## src/rtl/operand_fetch_ctrl_pkg.sv

```systemverilog
// Shared types for the operand fetch controller: addressing modes, FSM
// states, the captured fetch request and the byte-lane helper.
package operand_fetch_ctrl_pkg;

  localparam logic [2:0]  IDX_REG      = 3'd7;   // index word comes from R7
  localparam logic [2:0]  FIRST_WORD_REG = 3'd6; // R6/R7 always step by a word
  localparam logic [15:0] STEP_BYTE    = 16'd1;
  localparam logic [15:0] STEP_WORD    = 16'd2;

  typedef enum logic [2:0] {
    AM_REG         = 3'd0,
    AM_IND         = 3'd1,
    AM_POSTINC     = 3'd2,
    AM_PTR_POSTINC = 3'd3,
    AM_PREDEC      = 3'd4,
    AM_PTR_PREDEC  = 3'd5,
    AM_INDEX       = 3'd6,
    AM_INDEX_PTR   = 3'd7
  } addr_mode_t;

  typedef enum logic [2:0] {
    S_IDLE    = 3'd0,
    S_CALC    = 3'd1,
    S_IDX     = 3'd2,
    S_IDX_ADD = 3'd3,
    S_PTR     = 3'd4,
    S_OPND    = 3'd5,
    S_DONE    = 3'd6
  } ofc_state_t;

  typedef struct packed {
    addr_mode_t mode;
    logic [2:0] regsel;
    logic       byte_op;
  } fetch_req_t;

  // Byte accesses take the high lane at odd addresses, zero-extended.
  function automatic logic [15:0] pick_operand(input logic [15:0] rdata,
                                               input logic        byte_op,
                                               input logic        odd_addr);
    if (!byte_op)     return rdata;
    else if (odd_addr) return {8'h00, rdata[15:8]};
    else               return {8'h00, rdata[7:0]};
  endfunction

endpackage

```

## src/rtl/operand_fetch_ctrl_step_calc.sv

```systemverilog
// Purely combinational step size and odd-address detection.
module ofc_step_calc
  import operand_fetch_ctrl_pkg::*;
(
  input  logic        byte_op_i,
  input  logic [2:0]  regsel_i,
  input  logic        word_access_i,
  input  logic [15:0] addr_i,
  output logic [15:0] step_o,
  output logic        odd_o
);

  // Only R0..R5 step by a byte; R6/R7 stay word aligned.
  assign step_o = (byte_op_i && (regsel_i < FIRST_WORD_REG)) ? STEP_BYTE : STEP_WORD;
  // A word access to an odd address must not reach memory.
  assign odd_o  = word_access_i && addr_i[0];

endmodule

```

## src/rtl/operand_fetch_ctrl.sv

```systemverilog
// Operand fetch controller: resolves the addressing mode, performs the
// register updates and memory reads, and returns the operand.
//
// Memory handshake: mem_req is high with a stable mem_addr until the cycle in
// which mem_ack is seen high together with mem_req; that cycle completes the
// transfer. mem_ack while mem_req is low is ignored.
module operand_fetch_ctrl
  import operand_fetch_ctrl_pkg::*;
(
  input  logic        clk,
  input  logic        rst,
  input  logic        start,
  input  logic [2:0]  mode,
  input  logic [2:0]  regsel,
  input  logic        byte_op,
  output logic [2:0]  rf_rd_addr,
  input  logic [15:0] rf_rd_data,
  output logic        rf_wr_en,
  output logic [2:0]  rf_wr_addr,
  output logic [15:0] rf_wr_data,
  output logic        mem_req,
  output logic [15:0] mem_addr,
  input  logic        mem_ack,
  input  logic [15:0] mem_rdata,
  output logic        busy,
  output logic        done,
  output logic [15:0] operand,
  output logic [15:0] ea,
  output logic        ea_valid,
  output logic        odd_err,
  output ofc_state_t  dbg_state
);

  ofc_state_t  state_q;
  fetch_req_t  req_q;
  logic [15:0] ea_q, ptr_q, x_q, operand_q;
  logic        ea_valid_q, odd_err_q;

  logic [15:0] step, idx_sum, mem_addr_c;
  logic        word_acc, in_access, odd, mem_hs;

  ofc_step_calc u_step (
    .byte_op_i     (req_q.byte_op),
    .regsel_i      (req_q.regsel),
    .word_access_i (word_acc),
    .addr_i        (mem_addr_c),
    .step_o        (step),
    .odd_o         (odd)
  );

  // IDX reads R7 for the index address; every other state reads R[regsel].
  assign rf_rd_addr = (state_q == S_IDX) ? IDX_REG : req_q.regsel;
  assign idx_sum    = rf_rd_data + x_q;

  // Address source and access width for the state's memory access.
  // IDX_ADD folds the index add into the following access so the indexed
  // path does not spend a separate cycle on the addition.
  always_comb begin
    mem_addr_c = 16'h0000;
    word_acc   = 1'b1;
    in_access  = 1'b0;
    case (state_q)
      S_IDX: begin
        mem_addr_c = rf_rd_data;
        in_access  = 1'b1;
      end
      S_IDX_ADD: begin
        mem_addr_c = idx_sum;
        in_access  = 1'b1;
        word_acc   = (req_q.mode == AM_INDEX_PTR) || !req_q.byte_op;
      end
      S_PTR: begin
        mem_addr_c = ptr_q;
        in_access  = 1'b1;
      end
      S_OPND: begin
        mem_addr_c = ea_q;
        in_access  = 1'b1;
        word_acc   = !req_q.byte_op;
      end
      default: ;
    endcase
  end

  assign mem_req  = in_access && !odd;
  assign mem_addr = mem_addr_c;
  assign mem_hs   = mem_req && mem_ack;

  // Register-file write-back: one update in CALC, or R7 on the index fetch.
  always_comb begin
    rf_wr_en   = 1'b0;
    rf_wr_addr = req_q.regsel;
    rf_wr_data = 16'h0000;
    case (state_q)
      S_CALC: begin
        case (req_q.mode)
          AM_POSTINC:     begin rf_wr_en = 1'b1; rf_wr_data = rf_rd_data + step;      end
          AM_PTR_POSTINC: begin rf_wr_en = 1'b1; rf_wr_data = rf_rd_data + STEP_WORD; end
          AM_PREDEC:      begin rf_wr_en = 1'b1; rf_wr_data = rf_rd_data - step;      end
          AM_PTR_PREDEC:  begin rf_wr_en = 1'b1; rf_wr_data = rf_rd_data - STEP_WORD; end
          default: ;
        endcase
      end
      S_IDX: begin
        if (mem_hs) begin
          rf_wr_en   = 1'b1;
          rf_wr_addr = IDX_REG;
          rf_wr_data = rf_rd_data + STEP_WORD;
        end
      end
      default: ;
    endcase
  end

  // Fetch sequencer with registered result outputs.
  always_ff @(posedge clk or posedge rst) begin
    if (rst) begin
      state_q    <= S_IDLE;
      req_q      <= '0;
      ea_q       <= '0;
      ptr_q      <= '0;
      x_q        <= '0;
      operand_q  <= '0;
      ea_valid_q <= 1'b0;
      odd_err_q  <= 1'b0;
    end else begin
      case (state_q)
        S_IDLE: begin
          if (start) begin
            req_q      <= '{mode: addr_mode_t'(mode), regsel: regsel, byte_op: byte_op};
            operand_q  <= '0;
            ea_q       <= '0;
            ea_valid_q <= 1'b0;
            odd_err_q  <= 1'b0;
            state_q    <= S_CALC;
          end
        end
        S_CALC: begin
          case (req_q.mode)
            AM_REG:         begin operand_q <= rf_rd_data; state_q <= S_DONE; end
            AM_IND,
            AM_POSTINC:     begin ea_q <= rf_rd_data; ea_valid_q <= 1'b1; state_q <= S_OPND; end
            AM_PTR_POSTINC: begin ptr_q <= rf_rd_data; state_q <= S_PTR; end
            AM_PREDEC:      begin ea_q <= rf_rd_data - step; ea_valid_q <= 1'b1; state_q <= S_OPND; end
            AM_PTR_PREDEC:  begin ptr_q <= rf_rd_data - STEP_WORD; state_q <= S_PTR; end
            default:        state_q <= S_IDX;
          endcase
        end
        S_IDX: begin
          if (odd) begin
            odd_err_q <= 1'b1;
            state_q   <= S_DONE;
          end else if (mem_hs) begin
            x_q     <= mem_rdata;
            state_q <= S_IDX_ADD;
          end
        end
        S_IDX_ADD: begin
          if (req_q.mode == AM_INDEX) begin
            ea_q       <= idx_sum;
            ea_valid_q <= 1'b1;
          end
          if (odd) begin
            odd_err_q <= 1'b1;
            state_q   <= S_DONE;
          end else if (mem_hs) begin
            if (req_q.mode == AM_INDEX) begin
              operand_q <= pick_operand(mem_rdata, req_q.byte_op, idx_sum[0]);
              state_q   <= S_DONE;
            end else begin
              ea_q       <= mem_rdata;
              ea_valid_q <= 1'b1;
              state_q    <= S_OPND;
            end
          end
        end
        S_PTR: begin
          if (odd) begin
            odd_err_q <= 1'b1;
            state_q   <= S_DONE;
          end else if (mem_hs) begin
            ea_q       <= mem_rdata;
            ea_valid_q <= 1'b1;
            state_q    <= S_OPND;
          end
        end
        S_OPND: begin
          if (odd) begin
            odd_err_q <= 1'b1;
            state_q   <= S_DONE;
          end else if (mem_hs) begin
            operand_q <= pick_operand(mem_rdata, req_q.byte_op, ea_q[0]);
            state_q   <= S_DONE;
          end
        end
        S_DONE:  state_q <= S_IDLE;
        default: state_q <= S_IDLE;
      endcase
    end
  end

  assign busy      = (state_q != S_IDLE);
  assign done      = (state_q == S_DONE);
  assign operand   = operand_q;
  assign ea        = ea_q;
  assign ea_valid  = ea_valid_q;
  assign odd_err   = odd_err_q;
  assign dbg_state = state_q;

endmodule

```

## config.mk

```make
export PLATFORM = sky130hd
export DESIGN_NAME = operand_fetch_ctrl
export DESIGN_NICKNAME = d
export VERILOG_FILES = /design/src/rtl/operand_fetch_ctrl_pkg.sv /design/src/rtl/operand_fetch_ctrl_step_calc.sv /design/src/rtl/operand_fetch_ctrl.sv
export SDC_FILE = /design/constraint.sdc
export NUM_CORES = 1
export LEC_CHECK = 0
export BUFFER_PORTS_ARGS = -buffer_cell sky130_fd_sc_hd__buf_4
export CAP_MARGIN = 20
export CORE_ASPECT_RATIO = 0.6
export CORE_UTILIZATION = 60
export DETAILED_ROUTE_END_ITERATION = 16
export HOLD_SLACK_MARGIN = 0.05
export MAX_ROUTING_LAYER = met4
export PLACE_DENSITY = 0.84
export SKIP_CTS_REPAIR_TIMING = 1
export SYNTH_ARGS = -nofsm -noshare
export SYNTH_HDL_FRONTEND = slang
export SYNTH_SLANG_ARGS = --single-unit
```

## constraint.sdc

```tcl
create_clock -name clk -period 7.4 [get_ports clk]
set_input_delay 2.22 -clock clk [delete_from_list [all_inputs] [get_ports clk]]
set_output_delay 2.22 -clock clk [all_outputs]
set_load 0.02 [all_outputs]
```

==> results.cfg <==
[worst_setup_path]
cp-end-kind = output port
required_ns = 5.18
cp_slowest_cell = a2111oi_0
crit_family = compound AO/OA/AOI/OAI gates
critPathArrivalTime_ns = 4.84
reg2reg_depth = 8
worstReg2RegEnd = ea[12]
r2r-start = dbg_state[1]
cp-start-kind = primary input
worstSetupPathType = primary input to output port
critPathLaunch = rf_rd_data[0]
worstPathCellList = buf_4 -> ha_1 -> inv_1 -> fa_1 -> nand2b_1 -> a21oi_1 -> o21a_1 -> o211ai_1 -> a2111oi_0 -> a311o_1 -> buf_4
crit_fanout = 7
crit_path_frequent_cell = buf_4
reg2reg_slack_ns = 3.46
timing.critical_path.buf_inv = 3
max_stage_delay_ns = 0.45

[floorplan]
die_area_um2 = 12380
fp-row-count = 30
ios = 122
die_h_um = 86.58
initial_core_util_pct = 62.48
die_width_um = 143.0
core_um2 = 11450

[synth]
synth_mux_area_share_pct = 7.766
syn_nets = 957
synth_xor_area_share_pct = 8.326
async_reset_ff_share_pct = 100.0
synth-warning-count = 0
synthCells = 886
yosys.area_share.simple_pct = 20.22
synth_area_um2 = 7153
synth_top_family_by_area = compound AO/OA/AOI/OAI gates
synth_compound_area_share_pct = 26.87
synthAdderAreaFrac_pct = 5.352
yosys_most_used_dff = dfrtp_1
synth_edf_count = 0
synth_seq_cells = 76
syn-mean-instance-area_um2 = 8.073
synth_cell_types = 81
seq_area_frac_synth_pct = 26.59

[cts]
numCtsBuffers = 9
cts_tree = done
clk_pin_slew_ns = 0.06
cts_max_path_buffers = 2
worstSkewPairLatency_ns = 0.36
h-tree-depth = 3
cts-root-buf = clkbuf_16
cts.sinks = 76

[min_path]
holdCritStartpoint = ptr_q[5]
hold_path.class = register to register
hold-path-endpoint = ptr_q[5]
holdPathStages = 2

[sta]
timing.setup.tns_ns = 0
fin_skew_ns = 0.01016
max-slew-margin-rel_pct = 33.12
worst_pin_slew_ns = 1.001
period_needed_ns = 7.060
rsz0062_at_grt = false
fmax_ghz = 0.1416
final_hold_viol_count = 0
fin_crit_sh_pct = 95.41
maxSlewViolCount = 0
finalSetupViolations = 0

[place]
place_congestion = 1.048
dpl.hpwl_um = 19680
numPortBuffers = 121
post_dp_cell_area_um2 = 8152

[cells_and_area]
fin_util_pct = 74.69
final_cell_mix = buf_4 (142), nand2_1 (85), nor2_1 (80)
register_area_um2 = 1902
final_layout_size_suffix_gt1_share_pct = 21.08
stdcell_area_um2 = 8551
fin_nets = 1048
final_common_cell = buf_4
multi_input_area_um2 = 4911
syn2layout_area_growth_pct = 19.54
antenna_cells = 0
n_fill_cell = 901

[route]
drt_pre_antenna_iters = 6
wire_per_inst_um = 24.47
vias_per_cell = 7.061
routed_wl_um = 27950
drc = 0
ant_nets = 0
dr_total_vias = 8064
drtIter0Drc = 1336

[global_routing]
grt-ovfl-total = 0
grt_max_degree = 77
grt_pass1_vias = 7159
grt_first_pass_wirelength_um = 41680
antenna_found_initial = 0
track_usage_pct = 46.68

[power]
power.density_nw_per_um2 = 436.3
p_leak_nw = 3.692
peakVddDrop_uv = 282.3

[run_status]
outcome = completed

[run]
max_cap_violations = 0
## layer usage
| metal | vias to the layer above | routed length, um | GRT usage, % |
|---|---|---|---|
| li1 | 3469 | - | - |
| met1 | 3819 | 11850 | 69.16 |
| met2 | 683 | 10930 | 60.75 |
| met3 | 93 | 4405 | 11.82 |
| met4 | 0 | 758 | 14.47 |
| met5 | - | 0 | - |
## worst register-to-register path: cells and delay by family, from the launching register on
kind | cells | cell delay, ns
compound gates | 3 | 1.13
fa+ha+maj | 1 | 0.98
flops | 1 | 0.77
buf+inv | 2 | 0.48
simple gates | 2 | 0.52
## cell families after synthesis
| group | after synthesis |
|---|---|
| AOI/OAI and AO/OA | 285 |
| xor gates and xnor gates | 68 |
| adders and majority gates | 29 |
| buffers and inverters | 83 |
| DFF | 76 |
| muxes | 52 |
| and+or+nand+nor | 293 |
## state kept, by name, indices dropped and copies added (netlist names)
signal,flops
ea,16
operand,16
ptr_q,16
x_q,16
req_q,7
dbg_state,3
ea_valid,1
odd_err,1
## layout make-up
class	instances	area share, %
timing repair buffer	145	13.10
sequential	76	22.24
inverter	18	0.8048
clock buffer	9	2.634
clock inverter	7	1.449
multi-input combinational	727	57.43
tap	160	2.341
## cells in the mapped netlist (all sizes together), types with 4 or more instances
cell	number	area share, %
o211ai	10	1.0
nor3b	4	0.65
ha	25	4.4
mux2	25	4.0
or3	10	0.87
nor2	81	4.3
o221ai	4	0.49
nand2b	17	1.5
a21o	8	0.84
nand3	22	1.6
a2bb2oi	4	0.49
a211o	4	0.49
nand2	85	4.5
mux2i	27	3.8
a2111oi	4	0.58
nand4	7	0.61
nor4	6	0.73
xnor2	45	5.5
o21bai	4	0.42
nand3b	5	0.58
xor2	23	2.8
a21oi	50	3.7
a22oi	37	4.0
o21a	6	0.63
clkbuf	41	2.2
or2	5	0.44
and3	5	0.44
a211oi	8	0.84
o21ai	70	4.9
o22ai	26	2.4
o311ai	4	0.49
inv	16	0.84
nor3	28	2.1
buf	24	1.8
a221oi	11	1.3
dfrtp	76	27
nor2b	4	0.35
## power by group
part           switching, mW  internal [mW]
Combinational           1.49          0.931
Sequential             0.185          0.588
Clock                  0.204          0.332
## per-stage QoR
step / setup slack (ns) / total power [mW] / std cells / hold WS [ns]
3_3_place_gp: 0.4483 / 3.010 / 1121 / 0.4632
4_1_cts: 0.4394 / 3.613 / 1139 / 0.4903
6_report: 0.3396 / 3.730 / 1142 / 0.4867
3_5_place_dp: 0.4430 / 3.063 / 1123 / 0.4715
2_1_floorplan: 0.7046 / 2.291 / 886 / 0.4492
5_1_grt: 0.2111 / 3.894 / 1142 / 0.5204
## how the worst max path moves through the flow
stage | endpoint | slack, ns | cells after the start
3_3_place_gp | rf_wr_data[14] | 0.45 | 12
3_5_place_dp | rf_wr_data[14] | 0.44 | 12
4_1_cts | rf_wr_data[14] | 0.44 | 12
6_report | mem_addr[12] | 0.34 | 11
5_1_grt | mem_addr[12] | 0.21 | 11
2_1_floorplan | rf_wr_data[14] | 0.70 | 10
(Power assumes the default switching activity.)
